==> src/rtl/mem_port_arbiter.sv <==
// mem_port_arbiter: shares one single-port, fixed-latency synchronous memory
// between the instruction-fetch port and the load/store port.
//
// Parameters:
//   XLEN          data word width (32)
//   ADDR_WIDTH    word-address width
//   MEM_LATENCY   cycles from mem_en to valid mem_rdata (1..15)
//   STARVE_LIMIT  max back-to-back data grants while a fetch waits (1..15)
//
// Ports:
//   clk, reset              clock, synchronous active-high reset
//   i_req/i_addr            fetch request (held until i_gnt)
//   i_gnt/i_rvalid/i_rdata  fetch accept, response pulse, instruction
//   d_req/d_we/d_be/d_addr/d_wdata  load/store request (held until d_gnt)
//   d_gnt/d_rvalid/d_rdata  data accept, response pulse, load data (0 on store)
//   mem_en/mem_we/mem_be/mem_addr/mem_wdata  memory request strobe and fields
//   mem_rdata               memory read data, MEM_LATENCY cycles after mem_en
//
// Optional feature: define MEM_ARB_STARVE_GUARD_EN to let a waiting fetch win
// after STARVE_LIMIT consecutive data grants. Undefined = strict data priority.

module mem_port_arbiter #(
    parameter int XLEN         = 32,
    parameter int ADDR_WIDTH   = 8,
    parameter int MEM_LATENCY  = 2,
    parameter int STARVE_LIMIT = 4
) (
    input  logic                  clk,
    input  logic                  reset,

    input  logic                  i_req,
    input  logic [ADDR_WIDTH-1:0] i_addr,
    output logic                  i_gnt,
    output logic                  i_rvalid,
    output logic [31:0]           i_rdata,

    input  logic                  d_req,
    input  logic                  d_we,
    input  logic [XLEN/8-1:0]     d_be,
    input  logic [ADDR_WIDTH-1:0] d_addr,
    input  logic [XLEN-1:0]       d_wdata,
    output logic                  d_gnt,
    output logic                  d_rvalid,
    output logic [XLEN-1:0]       d_rdata,

    output logic                  mem_en,
    output logic                  mem_we,
    output logic [XLEN/8-1:0]     mem_be,
    output logic [ADDR_WIDTH-1:0] mem_addr,
    output logic [XLEN-1:0]       mem_wdata,
    input  logic [XLEN-1:0]       mem_rdata
);

    if (MEM_LATENCY < 1 || MEM_LATENCY > 15) begin : g_bad_latency
        $error("MEM_LATENCY out of range 1..15");
    end
    if (STARVE_LIMIT < 1 || STARVE_LIMIT > 15) begin : g_bad_starve
        $error("STARVE_LIMIT out of range 1..15");
    end

    localparam logic [3:0] CNT_INIT = 4'(MEM_LATENCY - 1);

    typedef enum logic [1:0] {
        IDLE,
        BUSY_I,
        BUSY_D
    } state_t;

    state_t     state_q, state_d;
    logic [3:0] cnt_q, cnt_d;
    logic       store_q, store_d;

    logic       resp;
    logic       free;
    logic       pick_d;
    logic       pick_i;
    logic       starve_hit;

`ifdef MEM_ARB_STARVE_GUARD_EN
    // Counts data grants that jumped a waiting fetch; a fetch grant or a
    // cycle without a fetch request ends the run.
    logic [3:0] starve_q;

    always_ff @(posedge clk) begin
        if (reset) begin
            starve_q <= 4'd0;
        end else if (!i_req || pick_i) begin
            starve_q <= 4'd0;
        end else if (pick_d && starve_q != 4'hF) begin
            starve_q <= starve_q + 4'd1;
        end
    end

    assign starve_hit = (starve_q == 4'(STARVE_LIMIT));
`else
    assign starve_hit = 1'b0;
`endif

    always_ff @(posedge clk) begin
        if (reset) begin
            state_q <= IDLE;
            cnt_q   <= 4'd0;
            store_q <= 1'b0;
        end else begin
            state_q <= state_d;
            cnt_q   <= cnt_d;
            store_q <= store_d;
        end
    end

    // The response cycle doubles as an idle cycle so a new grant can be
    // issued alongside rvalid, giving one access per MEM_LATENCY cycles.
    always_comb begin
        resp   = (state_q != IDLE) && (cnt_q == 4'd0);
        free   = (state_q == IDLE) || resp;
        pick_d = free && d_req && !(i_req && starve_hit);
        pick_i = free && i_req && !pick_d;
    end

    always_comb begin
        state_d   = state_q;
        cnt_d     = cnt_q;
        store_d   = store_q;

        i_gnt     = 1'b0;
        i_rvalid  = 1'b0;
        i_rdata   = '0;
        d_gnt     = 1'b0;
        d_rvalid  = 1'b0;
        d_rdata   = '0;
        mem_en    = 1'b0;
        mem_we    = 1'b0;
        mem_be    = '0;
        mem_addr  = '0;
        mem_wdata = '0;

        // Outputs are forced quiet during reset even though the
        // registered state only clears at the edge.
        if (!reset) begin
            if (state_q != IDLE && cnt_q != 4'd0) begin
                cnt_d = cnt_q - 4'd1;
            end

            if (resp) begin
                state_d = IDLE;
                if (state_q == BUSY_I) begin
                    i_rvalid = 1'b1;
                    i_rdata  = mem_rdata[31:0];
                end else begin
                    d_rvalid = 1'b1;
                    d_rdata  = store_q ? '0 : mem_rdata;
                end
            end

            unique case (1'b1)
                pick_d: begin
                    d_gnt     = 1'b1;
                    mem_en    = 1'b1;
                    mem_we    = d_we;
                    mem_be    = d_be;
                    mem_addr  = d_addr;
                    mem_wdata = d_wdata;
                    state_d   = BUSY_D;
                    cnt_d     = CNT_INIT;
                    store_d   = d_we;
                end
                pick_i: begin
                    i_gnt    = 1'b1;
                    mem_en   = 1'b1;
                    mem_addr = i_addr;
                    state_d  = BUSY_I;
                    cnt_d    = CNT_INIT;
                    store_d  = 1'b0;
                end
                default: begin
                end
            endcase
        end
    end

endmodule

==> config.mk <==
export PLATFORM = sky130hd
export DESIGN_NAME = mem_port_arbiter
export DESIGN_NICKNAME = d
export VERILOG_FILES = /design/src/rtl/mem_port_arbiter.sv
export SDC_FILE = /design/constraint.sdc
export NUM_CORES = 1
export LEC_CHECK = 0
export ABC_AREA = 1
export BUFFER_PORTS_ARGS = -buffer_cell sky130_fd_sc_hd__buf_2
export CAP_MARGIN = 15
export CORE_AREA = 2 2 78 80
export DETAILED_ROUTE_END_ITERATION = 8
export DIE_AREA = 0 0 80 82
export PLACE_DENSITY = 0.66
export SYNTH_ARGS = -nofsm -noshare
export SYNTH_HDL_FRONTEND = slang
export SYNTH_SLANG_ARGS = --single-unit
==> constraint.sdc <==
create_clock -name clk -period 3.9 [get_ports clk]
set_input_delay 0.78 -clock clk [delete_from_list [all_inputs] [get_ports clk]]
set_output_delay 0.78 -clock clk [all_outputs]
set_load 0.1 [all_outputs]
==> impl_metrics.py, run 1 <==
metrics = {
    "run_status": {
        "outcome": "finished, final reports clean",
    },
    "worst_setup_path": {
        "cp.required_ns": 3.12,
        "reg2reg_setup_slack_ns": 2.49,
        "rr_worst_depth": 8,
        "worst_setup_path_start_kind": "input pin",
        "critPathKind": "in2out",
        "slowest_delay_ns": 0.45,
        "crit_fanout": 32,
        "path_cells": "buf_2, inv_4, nand2_2, nor2_4, nand2_2, nor2_1, buf_2",
        "crit_arrival_ns": 2.26,
        "crit_slowest_cell": "buf_2",
        "rr_endpoint": "cnt_q[0]",
        "cp-startpoint": "reset",
        "r2r_start": "cnt_q[0]",
        "endpoint_kind": "output pin",
    },
    "finish": {
        "nFillCells": 642,
        "regArea_um2": 140,
        "final_layout_size_suffix_gt1_frac": 0.479,
        "diodes": 0,
        "final_area_um2": 2350,
        "syn2layout_area_growth_pct": 84.3,
        "nets": 552,
        "multi_input_area_um2": 731,
    },
    "placed_design": {
        "place_congestion": 0.715,
        "portBuffers": 202,
        "dpl_cell_area_um2": 2300,
        "hpwl_um": 4450,
    },
    "sta": {
        "timing.fmax_mhz": 329,
        "rsz0062_at_grt": "no",
        "finalSetupViolCount": 0,
        "setup_tns_ns": 0,
        "min_period_over_period": 0.778,
        "clock_skew_ns": 0.00234,
        "final_hold_viol_count": 0,
        "period_minus_slack_ns": 3.04,
        "worst_slew_pin_slew_ns": 0.576,
        "drv_slew": 0,
        "timing.slew.headroom": 0.615,
    },
    "global_routing": {
        "antenna_found_initial": 0,
        "grt_start_max_net_pins": 38,
        "grt_pass1_wl_um": 7220,
        "grt_pass1_vias": 1719,
        "overflow": 0,
        "grt.busiest_layer": "met2",
        "use_met2": 0.260,
        "grt_usage": 0.136,
        "grtUsageMet1": 0.148,
        "grt_use_met3": 0.0264,
    },
    "yosys": {
        "synth_area_leader_cell": "nor2_1",
        "ys_types": 26,
        "synthTopCellsByArea": "nor2_1 (31%), inv_1 (24%), dfxtp_1 (11%)",
        "synth-seq-cells": 7,
        "syn_avg_cell_area_um2": 4.76,
        "synth_seq_area_share": 0.110,
        "syn_area_um2": 1270,
        "syn_nets": 358,
        "yosysWarnings": 0,
        "synth.top_cell.area_share": 0.309,
        "synth_cells": 268,
    },
    "cts": {
        "clkLatencyLatePin_ns": 0.23,
        "ctsHtreeMaxLevel": 1,
        "cts_buffer_depth": 2,
        "cts_tree": "built",
        "cts_buffers": 3,
        "postCtsHoldBufs": 0,
        "cts_setup_buffers": 0,
        "cts_resized": 0,
        "root_buffer": "clkbuf_8",
        "clock-sinks": 7,
        "clk_pin_slew_ns": 0.04,
    },
    "route": {
        "vias": 2163,
        "antenna_left": 0,
        "first_pass_iters": 4,
        "drc_errors": 0,
        "wl_per_cell_um": 9.89,
        "drtIter0Drc": 28,
        "avgViaCountPerCell": 4.04,
        "wirelength_um": 5300,
    },
    "power_and_ir_drop": {
        "power.leakage_nw": 1.83,
        "total_power_w": 0.000747,
        "p_per_area_nw_per_um2": 318,
        "peakVddDrop_v": 0.000181,
    },
    "min_path": {
        "hp-start": "store_q",
        "min_to": "store_q",
        "whs_path_depth": 2,
        "hp-class": "reg2reg",
    },
    "floorplan": {
        "rows": 28,
        "initial_core_util": 0.222,
        "dieArea_um2": 6560,
        "chipWidth_um": 80,
        "die_h_um": 82,
        "core_um2": 5750,
        "ios": 203,
    },
    "job": {
        "cap_violations": 0,
    },
}
==> cell usage in the layout, fill, tap and decap left out, drive strengths merged, types with 4 or more instances in the layout <==
cell,n
nor2,107
dfxtp,7
nand4,8
nand2,19
a21oi,9
buf,204
o21ai,6
nand3,11
inv,83
clkbuf,4
==> stage by stage <==
step | setup WS, ns | std cells | hold slack [ns] | util
finish | 0.864 | 536 | 0.494 | 0.409
global route | 0.689 | 536 | 0.528 | 0.409
CTS | 0.856 | 536 | 0.494 | 0.409
detailed placement | 0.858 | 532 | 0.485 | 0.401
global placement | 0.914 | 532 | 0.480 | 0.401
floorplan | -0.0813 | 268 | 0.453 | -
==> worst max path at each step <==
stage	cells after the start	to
floorplan	7	d_rdata[10]
global placement	7	d_rdata[18]
detailed placement	7	d_rdata[9]
CTS	7	d_rdata[9]
global route	10	mem_addr[0]
finish	7	d_rdata[9]
==> registers in the layout, indices dropped and copies added, names as in the netlist <==
signal,cells
store_q,1
state_q,2
cnt_q,4
==> power by group <==
group	switching [W]	internal (W)	total (W)
Sequential	0.00000463	0.0000783	0.0000830
Combinational	0.000463	0.0000990	0.000562
Clock	0.0000319	0.0000708	0.000103
Total	0.000499	0.000248	0.000747
==> cell type report <==
class                   instances  share of cell area
repair buffers                204               0.437
multi-input cells             163               0.311
clock buffers                   4              0.0192
inverters                      83               0.134
flip-flops and latches          7              0.0596
well taps                      75              0.0399
==> logic make-up after synthesis <==
family	after synthesis	synth area share
buffers and inverters	98	0.317
DFF	7	0.110
and+or+nand+nor	147	0.499
adders and majority gates	1	0.00981
AOI/OAI and AO/OA	15	0.0648
==> layer usage <==
| layer | up-vias | share of wire | wire [µm] |
|---|---|---|---|
| li1 | 1140 | - | - |
| met2 | 130 | 0.47 | 2510 |
| met1 | 887 | 0.40 | 2120 |
| met5 | - | 0 | 0 |
| met4 | 0 | 0.018 | 96 |
| met3 | 6 | 0.11 | 572 |
==> cell usage after synthesis <==
cell and n:
o21ai_2 1, nor2_1 105, or2_1 1, nand3b_1 1, nand2_1 14, inv_2 2
nand2_4 2, a21oi_2 1, o21ai_1 2, nand2_2 3, nand4_2 1, buf_4 2
buf_6 2, o21ai_0 3, nand4_1 7, nor2_4 1, dfxtp_1 7, a21oi_1 8
buf_2 9, inv_4 1, nor2_2 1, ha_1 1, nand3_2 1, inv_1 80
nand3_1 10, clkbuf_1 2
==> worst max-delay path: cells and delay by family <==
kind | cells | cell delay, ns
buffers and inverters | 3 | 0.73
and+or+nand+nor | 4 | 0.73
Note: power is estimated with default switching activity, not from simulation.
==> inputs of run 2 (changes only) <==
--- a/config.mk
+++ b/config.mk
@@ -5,13 +5,13 @@
 export SDC_FILE = /design/constraint.sdc
 export NUM_CORES = 1
 export LEC_CHECK = 0
-export ABC_AREA = 1
+export ABC_AREA = 0
 export BUFFER_PORTS_ARGS = -buffer_cell sky130_fd_sc_hd__buf_2
 export CAP_MARGIN = 15
 export CORE_AREA = 2 2 78 80
 export DETAILED_ROUTE_END_ITERATION = 8
 export DIE_AREA = 0 0 80 82
-export PLACE_DENSITY = 0.66
+export PLACE_DENSITY = 0.65
 export SYNTH_ARGS = -nofsm -noshare
 export SYNTH_HDL_FRONTEND = slang
 export SYNTH_SLANG_ARGS = --single-unit
==> constraint.sdc (replaced) <==
create_clock -name clk -period 2.8 [get_ports clk]
set_input_delay 0.56 -clock clk [delete_from_list [all_inputs] [get_ports clk]]
set_output_delay 0.56 -clock clk [all_outputs]
set_load 0.1 [all_outputs]
==> run 2 against run 1 <==
Total power grew 56%. Worst setup slack lost 0.84 ns. Critical path depth increased by 1. Largest power group unchanged. Wire length rose by 42%. Final cell count down 15%. Sequential cell count is the same. Sequential share of layout area down 2.5 points. Area after synthesis fell by 2.9%. Clock-buffer cell count is the same.
==> impl_metrics.py, run 2 <==
metrics = {
    "yosys": {
        "synth_seq_area_share": 0.113,
        "synthMuxAreaShare": 0,
        "ys_async_sr_fraction": 0,
        "synth_flop_cell": "dfxtp_1",
        "synth_compound_area_frac": 0.132,
        "synth.top_cell.area_share": 0.511,
        "synth_edf_count": 0,
        "synthTopCellsByArea": "and2_1 (51%), dfxtp_1 (11%), a22oi_1 (4.9%)",
        "yosysWarnings": 0,
        "syn_area_um2": 1240,
        "ys_types": 30,
        "synth_cells": 182,
        "synthAdderAreaFrac": 0.0101,
        "synth-simple-area-share": 0.653,
        "syn_nets": 272,
        "synth_area_leader_cell": "and2_1",
        "synth_top_family_by_area": "simple AND/OR/NAND/NOR gates",
        "synth-xor-area-share": 0,
        "synth-seq-cells": 7,
        "syn_avg_cell_area_um2": 6.80,
        "yosysMostFrequentCell": "and2_1",
        "synth_commonest_cells": "and2_1 (101), nor2_1 (12), clkbuf_1 (9)",
    },
    "route": {
        "highest_layer": "met4",
        "wl_met1_um": 2510,
        "wirelength_um": 7530,
        "drc_errors": 0,
        "avgViaCountPerCell": 4.52,
        "first_pass_iters": 4,
        "wl_per_cell_um": 16.4,
        "drtIter0Drc": 71,
        "met3WireLength_um": 669,
        "vias": 2068,
        "routed-wl-met2_um": 4210,
        "antenna_left": 0,
    },
    "sta": {
        "timing.slew.headroom": 0.621,
        "setup_ws_ns": 0.0285,
        "period_minus_slack_ns": 2.77,
        "timing.fmax_mhz": 361,
        "worst_slew_pin_slew_ns": 0.568,
        "drv_slew": 0,
        "final_hold_viol_count": 0,
        "finalSetupViolCount": 0,
        "setup_tns_ns": 0,
        "clock_skew_ns": 0.00260,
        "min_period_over_period": 0.990,
    },
    "worst_setup_path": {
        "slowest_delay_ns": 0.45,
        "crit_fanout": 8,
        "path_buf_inv": 4,
        "r2r_start": "cnt_q[1]",
        "cp.required_ns": 2.24,
        "endpoint_kind": "output pin",
        "critPathKind": "reg2out",
        "path_cells": "inv_1, ha_4, or3b_4, nor4b_4, buf_6, clkbuf_16, and2_4, buf_12",
        "cp-startpoint": "cnt_q[1]",
        "crit_arrival_ns": 2.21,
        "crit_slowest_cell": "or3b_4",
        "cpLargestDelayFamily": "simple AND/OR/NAND/NOR gates",
        "worst_setup_path_start_kind": "flip-flop",
    },
    "placed_design": {
        "place_ws_ns": 0.209,
        "dpl_cell_area_um2": 3910,
        "hpwl_um": 6250,
        "place_congestion": 0.855,
        "portBuffers": 202,
    },
    "global_routing": {
        "antenna_found_initial": 0,
        "overflow": 0,
        "grt_pass1_vias": 1985,
        "grt_usage": 0.210,
        "grt_pass1_wl_um": 10500,
        "grt_start_max_net_pins": 40,
    },
    "finish": {
        "diodes": 0,
        "reg.largest.list": "cnt_q x4, state_q x2, store_q x1",
        "final_layout_size_suffix_gt1_frac": 0.692,
        "syn2layout_area_growth_pct": 230,
        "regArea_um2": 141,
        "nets": 474,
        "final_common_cell": "buf_12",
        "largest_reg_flops": 4,
        "regMostFlops": "cnt_q",
        "nFillCells": 362,
        "final_area_um2": 4090,
        "multi_input_area_um2": 1080,
        "mostFrequentLayoutCells": "buf_12 (106), buf_2 (99), and2_1 (61)",
    },
    "run_status": {
        "outcome": "finished, final reports clean",
    },
    "power_and_ir_drop": {
        "peakVddDrop_v": 0.000259,
        "p_int_w": 0.000514,
        "p_seq_frac": 0.100,
        "clock_power_share": 0.125,
        "power.leakage_nw": 1.87,
        "p_per_area_nw_per_um2": 285,
        "p_sw_frac": 0.558,
        "p_comb_frac": 0.775,
        "switching_power_w": 0.000649,
    },
    "cts": {
        "cts_buffers": 3,
        "cts_tree": "built",
        "root_buffer": "clkbuf_8",
        "clock-sinks": 7,
        "ctsHtreeMaxLevel": 1,
        "clk_pin_slew_ns": 0.04,
        "cts_buffer_depth": 2,
        "clkLatencyLatePin_ns": 0.23,
    },
    "floorplan": {
        "die_h_um": 82,
        "core_um2": 5750,
        "chipWidth_um": 80,
        "initial_core_util": 0.215,
        "rows": 28,
        "ios": 203,
        "dieArea_um2": 6560,
    },
    "min_path": {
        "hp-start": "store_q",
        "hp-class": "reg2reg",
    },
    "job": {
        "cap_violations": 0,
    },
}
[run 2: cell types whose count changed in the layout (fill, tap and decap cells not counted), moves of 24 or more]
cell	change
buf_2	-103
nor2_1	-93
buf_12	+106
inv_1	-77
and2_2	+24
and2_1	+61
[run 2: worst paths after layout]
kind	slack [ns]	cells past startpoint	endpoint
worst max-delay path	0.03	8	i_rdata[13]
worst min-delay path	0.47	2	store_q
worst max register to register	1.13	6	store_q
worst min register to register	0.47	2	store_q
[run 2: cells by family (layout without fill, tap and decap cells)]
logic type / count (synthesis) / count (layout)
buffers and inverters: 19 / 220
AO/OA/AOI/OAI: 24 / 24
flip-flops: 7 / 7
adder cells (fa/ha/maj): 1 / 1
AND/OR/NAND/NOR: 131 / 131
[run 2: layer usage]
| metal | track usage | vias to the layer above |
|---|---|---|
| met3 | 0.0462 | 9 |
| met2 | 0.427 | 138 |
| met5 | 0 | - |
| li1 | - | 981 |
| met4 | 0.0627 | 0 |
| met1 | 0.210 | 940 |
[run 2: final cells by class]
| class | count | area share |
|---|---|---|
| Sequential cell | 7 | 0.0346 |
| Clock buffer | 4 | 0.0110 |
| Inverter | 4 | 0.00367 |
| Timing Repair Buffer | 212 | 0.664 |
| Tap cell | 75 | 0.0230 |
| Multi-Input combinational cell | 156 | 0.264 |
[run 2: repair_timing]
action                     in CTS  in global routing
setup buffers                   0                  3
hold buffers                    0                  0
pin swaps                       0                  1
gates cloned                    0                  3
setup endpoints to repair      61                 93
resized for setup               1                 22
[run 2: worst register-to-register path, delay by kind of cell, from the launching register on]
family	cells	cell delay [ns]
adders and majority gates	1	0.15
buffers and inverters	2	0.31
AOI/OAI and AO/OA	2	0.38
and+or+nand+nor	1	0.46
DFF	1	0.31
[run 2: power groups by stage]
stage	combinational, W	sequential [W]	clock, W
finish	0.000901	0.000117	0.000145
global route	0.000931	0.000117	0.000158
CTS	0.000881	0.000116	0.000149
detailed placement	0.000877	0.000117	0
global placement	0.000864	0.000117	0
floorplan	0.000555	0.000115	0
[run 2: through the flow]
stage / hold slack [ns] / power, W / utilization / cells
2_1_floorplan: 0.455 / 0.000670 / - / 182
3_3_place_gp: 0.470 / 0.000981 / 0.680 / 448
3_5_place_dp: 0.475 / 0.000994 / 0.680 / 448
4_1_cts: 0.483 / 0.00114 / 0.688 / 452
5_1_grt: 0.505 / 0.00121 / 0.711 / 458
6_report: 0.475 / 0.00116 / 0.711 / 458
